$ cat config.mk
export PLATFORM = sky130hd
export DESIGN_NAME = instr_fetch_unit
export DESIGN_NICKNAME = d
export VERILOG_FILES = /design/src/rtl/instr_fetch_unit.sv
export SDC_FILE = /design/constraint.sdc
export NUM_CORES = 1
export LEC_CHECK = 0
export ABC_AREA = 1
export CAP_MARGIN = 25
export CORE_AREA = 2 2 132 134
export DETAILED_ROUTE_END_ITERATION = 7
export DIE_AREA = 0 0 134 136
export MAX_ROUTING_LAYER = met4
export PLACE_DENSITY = 0.77
export SETUP_SLACK_MARGIN = 0.05
export SLEW_MARGIN = 0
export SYNTH_ARGS = -nofsm -noshare
export SYNTH_HDL_FRONTEND = slang
export SYNTH_SLANG_ARGS = --single-unit
$ cat constraint.sdc
create_clock -name clk -period 1.75 [get_ports clk]
set_clock_uncertainty 0.15 [all_clocks]
set_input_delay 0.35 -clock clk [delete_from_list [all_inputs] [get_ports clk]]
set_output_delay 0.35 -clock clk [all_outputs]
set_load 0.005 [all_outputs]
$ cat src/rtl/instr_fetch_unit.sv
// Multicycle fetch datapath: PC, instruction register, MDR and field decode.
// Optional perf counters are built when FETCH_PERF_CNT_EN is defined.
module instr_fetch_unit #(
  parameter logic [31:0] RESET_PC = 32'h0040_0000
) (
  input  logic        clk,
  input  logic        rst_n,
  input  logic        PCWrite,
  input  logic        Branch,
  input  logic        PCSrc,
  input  logic        IorD,
  input  logic        IRWrite,
  input  logic        Zero,
  input  logic [31:0] ALUResult,
  input  logic [31:0] ALUOut,
  input  logic [31:0] ReadData,
  input  logic        mem_rdy,
  output logic [31:0] MemAddr,
  output logic [31:0] PC,
  output logic [31:0] Instr,
  output logic [5:0]  Opcode,
  output logic [5:0]  Funct,
  output logic [4:0]  Rs,
  output logic [4:0]  Rt,
  output logic [4:0]  Rd,
  output logic [15:0] Imm,
  output logic [31:0] Data,
  output logic        stall,
  output logic [31:0] retired_cnt,
  output logic [31:0] stall_cnt
);

  logic        pc_en;
  logic        ir_en;
  logic [31:0] pc_nxt;

  assign stall   = IRWrite & ~mem_rdy;
  assign pc_en   = (PCWrite | (Branch & Zero)) & ~stall;
  assign ir_en   = IRWrite & mem_rdy;
  assign pc_nxt  = PCSrc ? {ALUOut[31:2], 2'b00}
                         : {ALUResult[31:2], 2'b00};
  assign MemAddr = IorD ? ALUOut : PC;

  always_ff @(posedge clk or negedge rst_n) begin
    if (!rst_n) begin
      PC    <= RESET_PC;
      Instr <= '0;
      Data  <= '0;
    end else begin
      if (pc_en)   PC    <= pc_nxt;
      if (ir_en)   Instr <= ReadData;
      if (mem_rdy) Data  <= ReadData;
    end
  end

  assign Opcode = Instr[31:26];
  assign Rs     = Instr[25:21];
  assign Rt     = Instr[20:16];
  assign Rd     = Instr[15:11];
  assign Imm    = Instr[15:0];
  assign Funct  = Instr[5:0];

`ifdef FETCH_PERF_CNT_EN
  logic [31:0] ret_q;
  logic [31:0] stl_q;

  always_ff @(posedge clk or negedge rst_n) begin
    if (!rst_n) begin
      ret_q <= '0;
      stl_q <= '0;
    end else begin
      if (ir_en) ret_q <= ret_q + 32'd1;
      if (stall) stl_q <= stl_q + 32'd1;
    end
  end

  assign retired_cnt = ret_q;
  assign stall_cnt   = stl_q;
`else
  assign retired_cnt = '0;
  assign stall_cnt   = '0;
`endif

endmodule

==> results.yml <==
status:
  status: "finished clean"
yosys:
  post_synth.cell_area_avg_um2: 7.385
  synth_top_family_by_area: "simple AND/OR/NAND/NOR gates"
  syn_area_um2: 5229
  synth-compound-area-share_pct: 4.594
  ys_seq_area_share_pct: 45.01
  synth_mux_area_share_pct: 0
  synth_cell_type_count: 12
  synthSimpleGateAreaFrac_pct: 28.09
  yosysWarningCount: 0
  syn_inst: 708
  synth_seq_cells: 94
  synth_xor_area_share_pct: 0
  synth_adder_area_share_pct: 0
drt:
  drtAntennaViolNets: 0
  met1_length_um: 6861
  drtIter0Drc: 197
  route.met3.wl_um: 1592
  wl_per_cell_um: 13.82
  first_pass_iters: 4
  drc: 0
  drt-vias-per-instance: 4.234
  vias: 5094
  wl_um: 16630
  top_layer: "met4"
  routed-wl-met2_um: 7871
floorplan:
  die_w_um: 134
  die_y_um: 136
  fp-row-count: 48
  start_util_pct: 30.98
  io_pins: 341
  die_area_um2: 18220
  core_um2: 16880
clocking:
  path_clk_slew_ns: 0.08
  htreeDepth: 3
  cts_root_buffer: "clkbuf_16"
  clock_sinks: 94
  cts_buffers: 9
  clk_latency_ns: 0.34
  cts_tree: "yes"
  clock_path_buffers: 2
final_layout:
  final_cell_mix: "318 x nand2_1, 139 x dlygate4sd2_1, 98 x clkdlybuf4s50_1, 91 x dfrtp_1, 66 x conb_1"
  layout_commonest_cell: "nand2_1"
  antenna_cells: 0
  drive_above_1_share_pct: 11.86
  syn_to_final_growth_pct: 53.24
  finalInstanceArea_um2: 8013
  n_fill_cell: 1683
  nets: 1078
sta:
  min_period_over_period_pct: 95.68
  setup_violations: 0
  layout_setup_ws_ns: 0.07562
  finalHoldViolCount: 0
  slew_violations: 0
  fmax_mhz: 597.2
  fin_worst_hold_slack_ns: 0.1822
  period_minus_slack_ns: 1.674
  rsz0062_at_grt: "false"
critical_path:
  critPathKind: "reg2out"
  critical_path.max_fanout: 3
  cp-end-kind: "output pin"
  cp.arrival_ns: 1.17
  required_ns: 1.25
  start_kind: "register"
placed_design:
  gp_congestion: 0.7781
  pre_cts_ws_ns: -0.3364
  port_buffers: 272
  dp_hpwl_um: 11780
  placed_area_um2: 7689
grt:
  grt_usage_pct: 18.03
  grt_pass1_vias: 4801
  grt_overflow: 0
  grt_pass1_wl_um: 25110
  grt_antenna_before_repair: 0
  grt_max_degree: 91
hold_path:
  hp-class: "in2async"
power_and_ir_drop:
  p_leak_nw: 4.534
  vdd_drop_max_mv: 0.3875
  finalPower_mw: 6.351
  power_density_nw_per_um2: 792.6
run:
  maxCapViolCount: 0
layer usage:
layer | vias to the layer above | global-route usage [%]
met5 | - | -
met4 | 0 | 5.674
met3 | 18 | 4.959
met2 | 235 | 30.11
met1 | 2317 | 21.20
li1 | 2524 | -
registers in the layout, indices dropped and copies added (netlist names):
register and count:
PC 30, Instr 32, Data 32
Yosys cell counts:
library cell	instances	share of area, %
clkbuf_1	12	0.86
inv_2	1	0.072
inv_1	44	3.2
dfrtp_1	93	45
buf_2	26	2.5
nand2_2	1	0.12
o21ai_0	48	4.6
nand3_1	53	5.1
conb_1	1	0.072
dfstp_2	1	0.50
nand2_1	319	23
buf_4	109	16
path summary, 6_finish.rpt:
path | startpoint | to | slack [ns] | cells after the start
max in group asynchronous | rst_n | PC[22] | 0.58 | 3
worst max register to register | Instr[1] | Instr[1] | 0.72 | 4
min in group clk | Data[2] | Data[2] | 0.32 | 2
worst min register to register | Data[2] | Data[2] | 0.32 | 2
worst min-delay path | rst_n | Data[1] | 0.18 | 2
worst max-delay path | Instr[4] | Funct[4] | 0.08 | 2
where the power goes:
part	switching (mW)	internal, mW
Combinational	0.821	0.986
Clock	0.932	1.00
Sequential	0.180	2.43
Total	1.93	4.42
metrics by stage:
step	TNS (ns)	util, %	std cells
after detailed placement	-20.62	45.56	1142
after CTS	0	48.07	1201
after global placement	-19.58	45.56	1142
final	0	47.48	1203
after floorplan	0	-	773
after global routing	0	47.48	1203
cell type report:
cell class	instances	area [um^2]	area share, %
well taps	225	281.5	3.513
flip-flops and latches	94	2356	29.40
inverters	45	168.9	2.108
repair buffers	336	2960	36.95
clock inverters	6	57.56	0.7183
clock buffers	10	229.0	2.858
multi-input cells	487	1959	24.45
critical path: stages (launching register included):
cell and delay, ns:
dfrtp_1 0.43, buf_6 0.14, dlygate4sd2_1 0.25
logic make-up (layout without fill, tap and decap cells):
family | count (synthesis) | after routing
and+or+nand+nor | 373 | 373
buffers and inverters | 192 | 397
DFF | 94 | 94
AOI/OAI and AO/OA | 48 | 48
other | 1 | 66
repair_timing:
action                                  in CTS  in global routing
pin swaps                                    1                  0
hold buffers                                 1                  0
setup buffers                               42                  2
endpoints found under the setup margin     170                 53
hold endpoints to repair                    93                  0
gates resized for setup                    212                 33
No activity file was read; power rests on OpenSTA's default activity.
